## config.mk

```make
export PLATFORM = sky130hd
export DESIGN_NAME = aes_round_ctrl
export DESIGN_NICKNAME = d
export VERILOG_FILES = /design/src/rtl/aes_pkg.sv /design/src/rtl/aes_round_ctrl.sv
export SDC_FILE = /design/constraint.sdc
export NUM_CORES = 1
export LEC_CHECK = 0
export ABC_AREA = 1
export BUFFER_PORTS_ARGS = -buffer_cell sky130_fd_sc_hd__buf_4
export CAP_MARGIN = 20
export CORE_AREA = 3 3 254 256
export CTS_CLUSTER_DIAMETER = 150
export DETAILED_ROUTE_END_ITERATION = 10
export DIE_AREA = 0 0 257 259
export GPL_TIMING_DRIVEN = 0
export HOLD_SLACK_MARGIN = 0.05
export PLACE_DENSITY = 0.32
export SYNTH_ARGS = -nofsm -noshare
export SYNTH_HDL_FRONTEND = slang
export SYNTH_SLANG_ARGS = --single-unit
```

## constraint.sdc

```tcl
create_clock -name clk -period 2.76 [get_ports clk]
set_clock_uncertainty 0.15 [all_clocks]
set_input_delay 0.138 -clock clk [delete_from_list [all_inputs] [get_ports clk]]
set_output_delay 0.138 -clock clk [all_outputs]
set_load 0.02 [all_outputs]
```

## src/rtl/aes_pkg.sv

```systemverilog
// Shared AES sequencer constants and FSM encoding.
package aes_pkg;

    localparam int unsigned AES_NR128 = 10;
    localparam int unsigned AES_DW    = 128;
    localparam int unsigned RK_IDX_W  = 4;

    localparam logic [1:0] ST_IDLE  = 2'd0;
    localparam logic [1:0] ST_ROUND = 2'd1;
    localparam logic [1:0] ST_DONE  = 2'd2;

    typedef enum logic [1:0] {
        S_IDLE  = ST_IDLE,
        S_ROUND = ST_ROUND,
        S_DONE  = ST_DONE
    } aes_fsm_e;

endpackage

```

## src/rtl/aes_round_ctrl.sv

```systemverilog
// Iterative AES encryption sequencer: owns the state register and steps one
// round per cycle through an external combinational round datapath.
module aes_round_ctrl
    import aes_pkg::*;
#(
    parameter int unsigned NR = AES_NR128,
    parameter int unsigned DW = AES_DW
) (
    input  logic                clk,
    input  logic                rst_n,
    input  logic                flush,
    input  logic                in_valid,
    output logic                in_ready,
    input  logic [DW-1:0]       in_data,
    output logic [RK_IDX_W-1:0] rk_idx,
    input  logic [DW-1:0]       rk_in,
    output logic [DW-1:0]       rnd_state,
    output logic                rnd_last,
    input  logic [DW-1:0]       rnd_result,
    output logic                out_valid,
    input  logic                out_ready,
    output logic [DW-1:0]       out_data,
    output logic                busy
);

    localparam int unsigned RW = $clog2(NR + 1);

    aes_fsm_e                fsm_q, fsm_d;
    logic [RW-1:0]           round_q, round_d;
    logic [DW-1:0]           state_q, state_d;
    logic                    in_ready_q, out_valid_q, busy_q, rnd_last_q;
    logic [RK_IDX_W-1:0]     rk_idx_q;

    // Next-state: flush overrides everything; the final round holds the counter at NR.
    always_comb begin
        fsm_d   = fsm_q;
        round_d = round_q;
        state_d = state_q;
        if (flush) begin
            fsm_d   = S_IDLE;
            round_d = '0;
        end else begin
            case (fsm_q)
                S_IDLE: begin
                    if (in_valid) begin
                        state_d = in_data ^ rk_in;
                        round_d = RW'(1);
                        fsm_d   = S_ROUND;
                    end
                end
                S_ROUND: begin
                    state_d = rnd_result;
                    if (round_q == RW'(NR)) begin
                        fsm_d = S_DONE;
                    end else begin
                        round_d = round_q + RW'(1);
                    end
                end
                S_DONE: begin
                    if (out_ready) begin
                        fsm_d   = S_IDLE;
                        round_d = '0;
                    end
                end
                default: begin
                    fsm_d   = S_IDLE;
                    round_d = '0;
                end
            endcase
        end
    end

    // FSM, round counter, state register and registered output decodes.
    always_ff @(posedge clk or negedge rst_n) begin
        if (!rst_n) begin
            fsm_q       <= S_IDLE;
            round_q     <= '0;
            state_q     <= '0;
            in_ready_q  <= 1'b1;
            out_valid_q <= 1'b0;
            busy_q      <= 1'b0;
            rnd_last_q  <= 1'b0;
            rk_idx_q    <= '0;
        end else begin
            fsm_q       <= fsm_d;
            round_q     <= round_d;
            state_q     <= state_d;
            in_ready_q  <= (fsm_d == S_IDLE);
            out_valid_q <= (fsm_d == S_DONE);
            busy_q      <= (fsm_d != S_IDLE);
            rnd_last_q  <= (fsm_d == S_ROUND) && (round_d == RW'(NR));
            rk_idx_q    <= (fsm_d == S_ROUND) ? RK_IDX_W'(round_d) : '0;
        end
    end

    assign in_ready  = in_ready_q;
    assign out_valid = out_valid_q;
    assign busy      = busy_q;
    assign rnd_last  = rnd_last_q;
    assign rk_idx    = rk_idx_q;
    assign rnd_state = state_q;
    assign out_data  = state_q;

endmodule

```

* Word level (Yosys, flattened, before mapping)
Index checks and enable logic that the tools add are counted.
Cells by class: add/sub/neg operators 1, multipliers 0, div/mod/pow operators 0, $lt $le $gt $ge 0, eq/ne operators 7, shifts and indexed selects 0, mux-type cells 13, bitwise gates (word level) 2, reductions and logical operators 6
Operators by type and width (count):
- one-hot mux 128 bit (2 select lines) | 1
- 2-to-1 mux 128 bit | 1
- XOR 128 bit | 1
- 2-to-1 mux 4 bit | 5
- one-hot mux 4 bit (3 select lines) | 1
- equality test 4 bit, second input constant | 2
- 2-to-1 mux 2 bit | 4
- one-hot mux 2 bit (3 select lines) | 1
- adder 4 x 1 -> 4 bit, second input constant | 1
- equality test 2 x 1 -> 1 bit, second input constant | 2
- equality test 2 bit, second input constant | 2
- logical NOT 2 bit | 2
- nonzero test 2 bit | 2
- AND reduction 3 bit | 1
- != test 2 bit, second input constant | 1
- logical AND 1 bit | 1
- inverter 1 bit | 1
Word-level totals: bits in registers 142, bits in latches 0, bits in writable memories 0, ROM bits 0, input port bits 389, output and inout bits 264, logic and storage cells 37, memories kept 0

* Longest topological paths before layout
Gate-level depths: netlist of the first run.
word-level depth 6, depth in mapped cells 10, depth with buffers taken out 10

* Worst setup path after synthesis of the first run
Ideal clock, no wire load.
path kind reg2reg, start reg fsm_q[1], end reg state_q[77], in the netlist out_data[77], library setup time 0.076 ns, arrival 1.255 ns, required time 2.534 ns, setup slack 1.278 ns, cell stages (with the launch flop) 8, buffers on the path 2, clock period less this slack 1.482 ns, cell sequence dfrtp_1 > nor2_2 > nand2_1 > nand3_2 > buf_4 > clkbuf_1 > nand2_1 > o21ai_1
Between the ends: cells in the longest elaborated chain, start to end 3, elaborated cells between the ends (all ways) 6, classes of those cells eq/ne (2); mux (1); reduce/logical (3)
RTL lines:
- start, declared | line aes_round_ctrl.sv:28 | aes_fsm_e fsm_q, fsm_d;
- start signal, assigned | line aes_round_ctrl.sv:85 | fsm_q <= fsm_d;
- equality test 2 x 1 -> 1 bit / logical NOT 2 bit (equally long branches) | line aes_round_ctrl.sv:43 | case (fsm_q)
- nonzero test 2 bit (no line) / != test 2 bit (equally long branches)
- AND reduction 3 bit (no line)
- end signal, assigned | line aes_round_ctrl.sv:87 | state_q <= state_d;
- end, declared | line aes_round_ctrl.sv:30 | logic [DW-1:0] state_q, state_d;
Several ways; a longest one is shown, not always the timed one. A chain may end at the register's enable or synchronous reset.

* Final worst setup path of the first run
start reg fsm_q[1], end reg state_q[55], in the netlist out_data[55]
Same word-level chain as after synthesis.

==> impl.org, run 1 <==
** Die
- The die is 259 um tall.
- The die covers 66,560 um^2.
- Total I/O pin count :: 653
- Initial cell density of the core :: 13.47%
- Placeable core region :: 62,740 um^2
- Floorplan die width :: 257 um
- Number of cell rows :: 92

** Placement
- The wire-length estimate of the detail-placed layout is 37,980 um.
- Setup slack after placement :: 0.4922 ns
- Weighted congestion at the end of routability-driven global placement :: 0.8266
- Once placement finished, the instance area stood at 14,450 um^2.
- Count of input and output buffers :: 652

** Synth
- Simple-Gate Fraction of Synth Area :: 13.63%
- During synthesis, Yosys emitted a total of 0 warnings.
- The synthesized design spends more area on one cell type than any other, namely sky130_fd_sc_hd__dfrtp_1.
- The cell count after synthesis came out at 1,032.
- Leading cell types by total area after synthesis :: sky130_fd_sc_hd__dfrtp_1, sky130_fd_sc_hd__xor2_1, sky130_fd_sc_hd__buf_4
- Synthesized-area fraction occupied by ao, oa, aoi and oai cells :: 15.39%
- When the netlist entered floorplanning its net count stood at 1,423.
- Average cell area after synthesis :: 8.186 um^2
- By area, the combinational part of the netlist is dominated by compound AO/OA/AOI/OAI gates.
- The portion of synthesized area spent on multiplexers is 0%.
- Post-Synth Adder-Cell Area :: 0.2962%
- Count of different cell masters after synthesis :: 21
- Post-synthesis cell area :: 8448 um^2
- Sequential cells were found to cover 42.08% of the synthesized design area.
- After synthesis the netlist holds a flip-flop and latch count of 142.
- Post-synthesis xor/xnor area fraction :: 13.27%
- In this run the biggest area consumer among cell types represents 41.77% of the synthesized area.

** Worst setup path
- The slowest stage of the critical path belongs to the cell sky130_fd_sc_hd__dlygate4sd3_1.
- Most frequent cell on the critical path :: sky130_fd_sc_hd__nand2_1
- STA classifies the critical path startpoint as a flop.
- For the worst setup path, the data required time is 3.04 ns.
- Of all nets on the critical path, the largest fanout is 10.
- Crit path kind :: reg -> reg
- Longest individual stage delay on the worst path :: 0.56 ns
- At the worst endpoint, the arrival time is 2.83 ns.
- The signal on the critical path passes through nor2_2, nand2_1, nand3_2, buf_4, clkbuf_1, nand2_1, o21ai_1, dlygate4sd3_1.
- The worst setup path is captured at a flop.

** Global routing
- The first global-routing pass estimated 69,700 um of wire.
- Total grt overflow :: 0
- The initial antenna violation count was 1.
- Via count of the first global-routing pass :: 11,320
- Global routing consumed, over all layers together, 13.88% of the routing resources.
- Entering global routing, the biggest net connects 77 pins.

** Power
- For this design the static power due to leakage is 8.924 nW.
- Power per cell area :: 556.7 nW/um^2
- The worst-case IR drop observed on VDD is 0.3637 mV.

** Finish
- After routing the design area is 17,960 um^2.
- The repair_antennas step left the layout with diodes totalling 0.
- Leaving out fill and tap cells, the most frequent cells in the layout are sky130_fd_sc_hd__buf_4, sky130_fd_sc_hd__dlygate4sd3_1, sky130_fd_sc_hd__o21ai_1.
- Number of nets in the final layout :: 2,390
- Layout cell share with drive strength beyond 1 :: 42.45%
- Leading cell type in the layout, fill and taps excluded :: sky130_fd_sc_hd__buf_4
- Cells fill 28.63% of the core in the end.
- Area growth syn-to-layout :: 112.6%

** Timing
- Setup slack after layout :: 0.2011 ns
- At the pin with the least slew margin, the transition time is 0.6883 ns.
- Setup repair after global routing missed its margin :: false
- In this run the tightest slew margin relative to its limit is 54.11%.
- FMAX :: 390.8 MHz
- Slew Viols, Final :: 0
- TNS Setup :: 0 ns
- On the final layout, the worst hold slack is 0.06424 ns.
- The worst path needs 2.559 ns of the cycle, external delays included.
- # setup viols final :: 0
- Final hold viol count :: 0
- The worst path uses 92.72% of the clock period.

** CTS
- The clock reaches the later pin of the worst-skew pair after 0.48 ns.
- CTS tree :: built
- CTS placed an instance of sky130_fd_sc_hd__clkbuf_16 at the clock tree root.
- The number of setup buffers added after CTS is 0.
- Clock transition time at the flip-flop clock pins of the worst setup and hold paths :: 0.07 ns
- No sink is reached through more buffers than the 2 on the longest clock path.
- The H-tree was split into 4 levels.
- Counting the buffers created by CTS gives 17.
- Clock tree synthesis found a total of 142 sinks.

** Flow run
- Number of violations of the max-capacitance limit :: 0

** Route
- Residual antenna-violating net count after detailed routing :: 0
- Average wire per standard cell :: 16.69 um
- In the routed design, unresolved DRC markers number 0.
- For this block, the routed nets add up to 47,710 um of wire.
- Violation count after the first detailed-route iteration :: 295
- Using the TritonRoute via totals, the vias-per-cell ratio works out to 3.643.
- For this block, the via count after detailed routing is 10,410.
- The first detailed-routing pass took 4 iterations.

** Status
- Status :: finished, final reports clean

** Worst hold path
- The path class of the tightest hold or removal check is in -> async.
[path summary, 6_finish.rpt]
path                                     end  slack, ns  cells past startpoint     startpoint
max in group asynchronous       out_data[91]       1.53                      3          rst_n
worst max register to register  out_data[55]       0.20                      8       fsm_q[1]
worst min-delay path            out_data[19]       0.06                      2          rst_n
min in group clk                 out_data[9]       0.33                      4  rnd_result[9]
worst max-delay path            out_data[55]       0.20                      8       fsm_q[1]
worst min register to register  out_data[90]       0.37                      2   out_data[90]
[cell families (layout without fill, tap and decap cells)]
group	Yosys count	in the layout
flip-flops	142	142
XOR/XNOR	128	128
AO/OA/AOI/OAI	259	259
adder cells (fa/ha/maj)	2	2
AND/OR/NAND/NOR	298	298
buffers and inverters	203	1183
[through the flow]
stage          power [mW]  std cells
2_1_floorplan       4.890       1032
3_3_place_gp        7.080       2530
3_5_place_dp        7.089       2532
4_1_cts             10.20       2858
5_1_grt             10.58       2858
6_report            10.00       2858
[worst max-delay path: cells and delay by family (launching register included)]
family,cells,cell delay [ns]
AOI/OAI and AO/OA,1,0.11
buffers and inverters,3,1.30
and+or+nand+nor,4,0.50
DFF,1,0.45
[cell usage after synthesis]
cell type and count:
sky130_fd_sc_hd__buf_4 133, sky130_fd_sc_hd__ha_1 2, sky130_fd_sc_hd__inv_1 16, sky130_fd_sc_hd__nor2_4 1
sky130_fd_sc_hd__nand4_1 1, sky130_fd_sc_hd__xor2_1 128, sky130_fd_sc_hd__nand3_1 11, sky130_fd_sc_hd__nand2_1 146
sky130_fd_sc_hd__nor2_1 137, sky130_fd_sc_hd__nor2_2 1, sky130_fd_sc_hd__o21ai_0 98, sky130_fd_sc_hd__buf_6 1
sky130_fd_sc_hd__nand3_2 1, sky130_fd_sc_hd__dfrtp_1 141, sky130_fd_sc_hd__buf_2 22, sky130_fd_sc_hd__a21oi_2 1
sky130_fd_sc_hd__clkbuf_1 28, sky130_fd_sc_hd__o21ai_1 159, sky130_fd_sc_hd__inv_2 3, sky130_fd_sc_hd__dfstp_2 1
sky130_fd_sc_hd__a21oi_1 1
[power breakdown]
part	switching (mW)	total [mW]	internal (mW)	leakage, nW
clock network	1.10	2.35	1.25	0.267
registers	0.429	2.88	2.45	1.75
logic	2.22	4.77	2.55	6.91
total	3.75	10.0	6.25	8.92
[registers in the layout, summed over array words and instances, names as in the netlist]
| register | cells |
|---|---|
| rnd_last | 1 |
| rk_idx | 4 |
| round_q | 4 |
| fsm_q | 2 |
| out_data | 128 |
| in_ready | 1 |
| busy | 1 |
| out_valid | 1 |
[metal layers]
metal  up-vias  global-route usage, %  share of wire, %  wire length [um]
met5         -                      0                 0                 0
met4         0                  4.142               1.8               856
met3        36                  3.444               5.5              2603
met2       339                  25.53                53             25440
met1      4895                  15.79                39             18820
li1       5143                      -                 -                 -
[area by class of cell]
type,count,area [um^2]
fill,6946,44770
timing repair buffer,948,7888
multi-input combinational,687,3597
sequential,142,3555
buffer,184,1232
tap,846,1059
clock buffer,17,425.4
clock inverter,15,136.4
inverter,19,71.32
[timing repair]
item | CTS | global route
gates resized for setup | 0 | 9
setup endpoints to repair | 0 | 41
hold buffers | 294 | 0
endpoints found under the hold margin | 283 | 0
No activity file was read; power rests on OpenSTA's default activity.
==> inputs of run 2 (changes only) <==
Settings changed: RECOVER_POWER set to 100, REMOVE_ABC_BUFFERS set to 1.
==> run 2 against run 1 <==
Compared with the run above: the flow now finishes with violations (capacitance limit, slew limit); first-iteration DRC count grew 34%; global-route usage shrank 1.1 points; largest power group unchanged; total power shrank 9.2%; hold slack gained 0.24 ns; clock power grew 14%; critical path type unchanged; cell count shrank 2.7%; die area is the same.
==> impl.org, run 2 (same netlist as run 1, synthesis figures left out) <==
** Power
- Fraction of power spent switching nets :: 39.37%
- Per report_power, the sequential group accounts for 31.5% of the total.
- Total internal power :: 5.507 mW
- The design draws 9.082 mW.
- Net load switching power :: 3.576 mW
- Power per cell area :: 533.5 nW/um^2
- The clock network is responsible for 29.4% of the overall power.
- Leakage power :: 7.624 nW
- Part of the total power dissipated in combinational logic :: 39.1%
- IR analysis of the VDD net gives a maximum drop of 0.4191 mV.

** Status
- The checks that failed: capacitance limit, slew limit.
- The flow ran to the end, but the final reports show violations.

** Finish
- Number of inserted diodes :: 0
- Leading cell type in the layout, fill and taps excluded :: sky130_fd_sc_hd__buf_4
- Area growth syn-to-layout :: 101.5%
- In the layout the commonest cells are sky130_fd_sc_hd__buf_4, sky130_fd_sc_hd__dlygate4sd3_1, sky130_fd_sc_hd__clkbuf_1.
- The register with the most flip-flops in the layout has 128 of them.
- For this run, the post-layout net count is 2,313.
- Cells with a size suffix above 1 make up 22.79% of the layout.
- After the flow finishes, the layout carries non-filler instances totaling 2,781.

** Worst setup path
- Critical path endpoint category :: flop
- Type of origin of the critical path :: flop
- The worst setup path is of the reg -> reg kind.
- At the worst endpoint, the required time is 2.96 ns.
- The endpoint identified for the worst register-to-register timing path is out_data[14].
- Crit Path Max Fanout :: 56
- Data on the critical path arrives at its endpoint at 2.71 ns.
- Reg2Reg Depth :: 8
- In this run the critical register-to-register path is launched from fsm_q[0].
- Setup slack on the worst reg-to-reg path comes out at 0.25 ns.

** Global routing
- Wire length of the first global-routing pass :: 65,340 um
- GRT Overall Usage :: 12.75%
- The initial antenna violation count was 1.
- The via count of the first global-routing pass came to 10,960.
- Entering global routing, the biggest net connects 81 pins.
- Total grt overflow :: 0

** Route
- Routed length on met2 :: 23,290 um
- Detailed route wirelength on metal3 :: 2505 um
- First-pass DRT Iterations :: 4
- Violation count after the first detailed-route iteration :: 395
- Post-route met1 wirelength :: 17,400 um
- Highest layer used for signal routing :: met4
- Drt total wl :: 43,890 um
- After detailed routing, the number of remaining DRC violations is 0.
- Detailed routing inserted a total of 10,280 vias.
- Via-per-instance ratio :: 3.697
- The count of nets left with antenna violations once routing finished came out at 0.
- Average wire per standard cell :: 15.78 um

** Die
- Initial cell density of the core :: 13.47%
- For this design the top-level I/O count stands at 653.
- From bottom edge to top edge, the die measures 259 um.
- Floorplan die width :: 257 um
- The die covers 66,560 um^2.
- Placeable core region :: 62,740 um^2
- The floorplan has 92 rows.

** CTS
- Clk_lat worst skew :: 0.47 ns
- TritonCTS built the clock tree.
- Number of clock buffers inserted by TritonCTS :: 17
- The tree is rooted in a sky130_fd_sc_hd__clkbuf_16.
- Number of H-tree levels :: 4
- The longest clock path from root to sink contains 2 buffers.
- Clock transition time at the flip-flop clock pins of the worst setup and hold paths :: 0.07 ns
- Clock sink count :: 142

** Worst hold path
- The worst hold path terminates at out_valid.
- The path class of the tightest hold or removal check is in -> reg.
- The worst hold path begins at flush.
- The worst hold path passes through 3 cells.

** Timing
- Final hold viol count :: 0
- Final min period :: 2.506 ns
- Setup repair after global routing could not meet its margin everywhere.
- Of the available clock period, the critical path in the final layout requires 90.79%.
- Worst slew slack as a fraction of its limit :: -38.69%
- # setup viols final :: 0
- For the pin with the worst max-slew slack, the measured transition is 2.080 ns.
- Slew Viols, Final :: 73
- FMAX :: 399.1 MHz

** Flow run
- Number of violations of the max-capacitance limit :: 1

** Placement
- Count of input and output buffers :: 652
- At the end of routability-driven placement, the weighted congestion stood at 0.8137.
- The HPWL after detailed placement is 31,890 um.
- In this run, placement finished with an instance count of 2,355.
## run 2: cell count changes in the layout (fill, tap and decap cells not counted), sizes merged
cell,before,now
buf,809,400
clkbuf,46,285
dlygate4sd3,294,389
inv,25,23
clkinv,4,5
bufinv,1,4
clkinvlp,4,0
## run 2: layout make-up
cell class,count,area (um^2)
multi-input combinational,687,3601
fill,7076,45710
sequential,142,3555
timing repair buffer,1055,8068
clock inverter,13,201.4
clock buffer,19,452.9
inverter,19,88.84
tap,846,1059
## run 2: per-layer routing
metal / GRT usage (%) / vias to the layer above
li1: - / 4989
met2: 23.63 / 375
met3: 3.375 / 31
met1: 14.45 / 4886
met5: 0 / -
met4: 3.213 / 0
## run 2: power groups by stage
stage / sequential (mW) / combinational (mW) / clock, mW
after floorplan: 3.68 / 0.659 / 0
after global placement: 2.92 / 3.56 / 0
after detailed placement: 2.93 / 3.58 / 0
after CTS: 2.90 / 4.17 / 2.79
after global routing: 2.92 / 3.85 / 2.86
final: 2.86 / 3.55 / 2.67
## run 2: how the worst max path moves through the flow
stage	from	endpoint
final	fsm_q[0]	out_data[14]
after detailed placement	fsm_q[1]	out_data[14]
after global placement	fsm_q[1]	out_data[14]
after CTS	fsm_q[1]	out_data[14]
after global routing	fsm_q[0]	out_data[14]
after floorplan	fsm_q[1]	out_data[0]
## run 2: what timing repair did
action / CTS / global route
endpoints found under the setup margin: 0 / 81
endpoints found under the hold margin: 284 / 0
buffers inserted: 0 / 4
hold buffers: 389 / 0
resized for setup: 0 / 2
## run 2: worst max-delay path: stages, from the launching register on
cell	delay (ns)
sky130_fd_sc_hd__dfrtp_1	0.44
sky130_fd_sc_hd__nor2_2	0.16
sky130_fd_sc_hd__nand2_1	0.12
sky130_fd_sc_hd__nand3_4	0.32
sky130_fd_sc_hd__buf_16	0.29
sky130_fd_sc_hd__clkinv_8	0.26
sky130_fd_sc_hd__buf_16	0.27
sky130_fd_sc_hd__o21ai_1	0.19
sky130_fd_sc_hd__o21ai_1	0.08
## run 2: per-stage QoR
stage          cell area [um^2]  setup TNS (ns)  hold slack (ns)  setup WS (ns)  util (%)
5_1_grt                   17030        -0.01456           0.3048       -0.01456     27.14
4_1_cts                   17970               0          0.06420        0.02509     28.64
2_1_floorplan              7223         -139.92          -0.3076         -1.068         -
6_report                  17030               0           0.2998         0.2543     27.14
3_3_place_gp              13180         -638.35           0.2110         -4.891     21.00
3_5_place_dp              13420               0        -0.004335        0.03852     21.39
==> inputs of run 3 (changes only) <==
Settings changed: BUFFER_PORTS_ARGS -buffer_cell sky130_fd_sc_hd__buf_4 to not set, CORE_AREA 3 3 254 256 to 3 3 250 252, CTS_CLUSTER_SIZE set to 30, DIE_AREA 0 0 257 259 to 0 0 253 255, DONT_BUFFER_PORTS set to 1, PLACE_DENSITY 0.32 to 0.3.
==> run 3 against run 2 <==
Compared with the run above: the run now fails in clock tree synthesis (4_1_cts); synthesized cell count did not move; synthesized area stayed put.
==> impl.org, run 3 <==
** Synth
- The synthesized netlist contains 21 unique library cells.
- After synthesis, the cell types taking the most area are sky130_fd_sc_hd__dfrtp_1, sky130_fd_sc_hd__xor2_1, sky130_fd_sc_hd__buf_4.
- The largest total area in the synthesized netlist belongs to sky130_fd_sc_hd__dfrtp_1.
- After technology mapping, the gate count stands at 1,032.
- Average cell area after synthesis :: 8.186 um^2
- The most used flip-flop cell after synthesis is sky130_fd_sc_hd__dfrtp_1.
- Async set or reset register ratio after synthesis :: 100.0%
- Top-area cell type share of the netlist area :: 41.77%
- Sorting the synthesized cells by how often they occur yields sky130_fd_sc_hd__o21ai_1, sky130_fd_sc_hd__nand2_1, sky130_fd_sc_hd__dfrtp_1.
- Among all cell types in the netlist, the one instantiated most often is sky130_fd_sc_hd__o21ai_1.
- Yosys mapped a number of flops with a built-in enable equal to 0.
- The mapped netlist covers 8448 um^2.
- Count of synthesis-stage warnings from yosys :: 0
- Synthesis inferred 142 register bits.
- Sequential elements use 42.08% of the synthesized area.

** Placement
- Weighted congestion at the end of routability-driven global placement :: 0.7076
- Counting tap cells, the placed design contains a total of 1,637 instances.
- Input and output buffers added on the ports amount to 0.
- Prior to clock tree synthesis, the placed netlist has a worst setup slack of -0.1641 ns.
- In this run the cell area measured after placement is 8384 um^2.
- Detailed placement ended at an HPWL of 22,780 um.

** CTS
- Post-CTS Setup Inserts :: 0
- Buffers inserted to repair hold after CTS numbered 336.
- The tree is rooted in a sky130_fd_sc_hd__clkbuf_16.
- Resized Gates After CTS :: 2
- For this design, the sink count on the clock tree is 142.
- Number of H-tree levels :: 4
- The clock passes through at most 2 buffers.
- In this run, CTS created clock tree buffers numbering 17.

** Die
- Floorplan die width :: 253 um
- Initial cell density of the core :: 14.00%
- The initialized floorplan defines 90 standard-cell rows.
- Total I/O pin count :: 653
- From bottom edge to top edge, the die measures 255 um.

** Status
- Tool error :: [ERROR RSZ-0060] Max buffer count reached.
- The stage where the run came to a stop is clock tree synthesis (4_1_cts).
- Status :: did not finish
-- run 3: cell counts after synthesis --
Identical to the previous run, type by type.
-- run 3: stage by stage --
step                TNS, ns  utilization, %
global placement    -590.25           13.59
floorplan           -139.92               -
detailed placement  -0.2983           13.89
-- run 3: cells by family after synthesis --
group	Yosys count	share of synthesized area [%]
AOI/OAI and AO/OA	259	15.39
xor gates and xnor gates	128	13.27
adders and majority gates	2	0.2962
buffers and inverters	203	15.34
DFF	142	42.08
and+or+nand+nor	298	13.63
==> inputs of run 4 (changes only) <==
Settings changed: CORE_AREA 3 3 250 252 to 3 3 252 254, CTS_CLUSTER_DIAMETER 150 to not set, CTS_CLUSTER_SIZE 30 to not set, DIE_AREA 0 0 253 255 to 0 0 255 257, HOLD_SLACK_MARGIN 0.05 to not set, PLACE_DENSITY 0.3 to not set, PLACE_DENSITY_LB_ADDON set to 0.15.
==> run 4 against run 3 <==
Compared with the run above: the run again fails in clock tree synthesis (4_1_cts); synthesized area unchanged; synthesized cell count unchanged.
==> impl.org, run 4 <==
** Placement
- Prior to clock tree synthesis, the placed netlist has a worst setup slack of -0.04067 ns.
- Placed Cells incl. Taps :: 1,646
- Count of input and output buffers :: 0
- Summed over all nets, the half-perimeter wirelength after detailed placement is 23,140 um.
- Routability-driven placement finished with a final weighted congestion of 0.7258.

** Synth
- The Yosys step of the flow raised 0 warnings.
- The synthesized design spends more area on one cell type than any other, namely sky130_fd_sc_hd__dfrtp_1.
- In this run, synthesis produced a sequential element count of 142.
- After synthesis, flip-flops and latches occupy 42.08% of the total area.
- Most frequent cell after synthesis :: sky130_fd_sc_hd__o21ai_1
- In the synthesized netlist the dominant register cell turns out to be sky130_fd_sc_hd__dfrtp_1.
- For this run, asynchronously set or reset flops after synthesis account for 100.0%.
- Each instance of the synthesized netlist takes up on average 8.186 um^2.
- By area the synthesized netlist is led by sky130_fd_sc_hd__dfrtp_1, sky130_fd_sc_hd__xor2_1, sky130_fd_sc_hd__buf_4.
- Post-synthesis cell area :: 8448 um^2
- The netlist uses 21 different library cells.
- After technology mapping, the gate count stands at 1,032.
- Counting instances in the post-synthesis netlist gives the leading cell types as sky130_fd_sc_hd__o21ai_1, sky130_fd_sc_hd__nand2_1, sky130_fd_sc_hd__dfrtp_1.
- Top-area cell type share of the netlist area :: 41.77%
- Number of enable-type register cells in the synthesized netlist :: 0

** Die
- Die extent in y :: 257 um
- Floorplan die width :: 255 um
- During I/O placement, the number of pins put on the boundary was 653.
- For this configuration, the core starts out at a cell density of 13.74%.
- Number of cell rows :: 91

** CTS
- The clock tree synthesis step divided the H-tree into 4 levels.
- Post-CTS Setup Inserts :: 0
- In this run, CTS created clock tree buffers numbering 17.
- For this design, the sink count on the clock tree is 142.
- For this design, the CTS-stage hold fixing added 336 buffers.
- Clock Root Buffer :: sky130_fd_sc_hd__clkbuf_16
- Counting along the longest clock path gives a buffer depth of 2.
- Gates resized during post-CTS repair numbered 1.

** Status
- Status :: did not finish
- The tool reported: "[ERROR RSZ-0060] Max buffer count reached".
- It got as far as clock tree synthesis (4_1_cts) and failed there.
==> run 4: cell counts after synthesis <==
No cell type changed its count.
==> run 4: metrics by stage <==
stage	util (%)	TNS (ns)	area (um^2)
2_1_floorplan	-	-139.92	7223
3_3_place_gp	13.36	-622.41	8212
3_5_place_dp	13.69	-0.04067	8417
==> run 4: cell families after synthesis <==
logic type	Yosys count	synth area share (%)
DFF	142	42.08
xor gates and xnor gates	128	13.27
adders and majority gates	2	0.2962
buffers and inverters	203	15.34
and+or+nand+nor	298	13.63
AOI/OAI and AO/OA	259	15.39
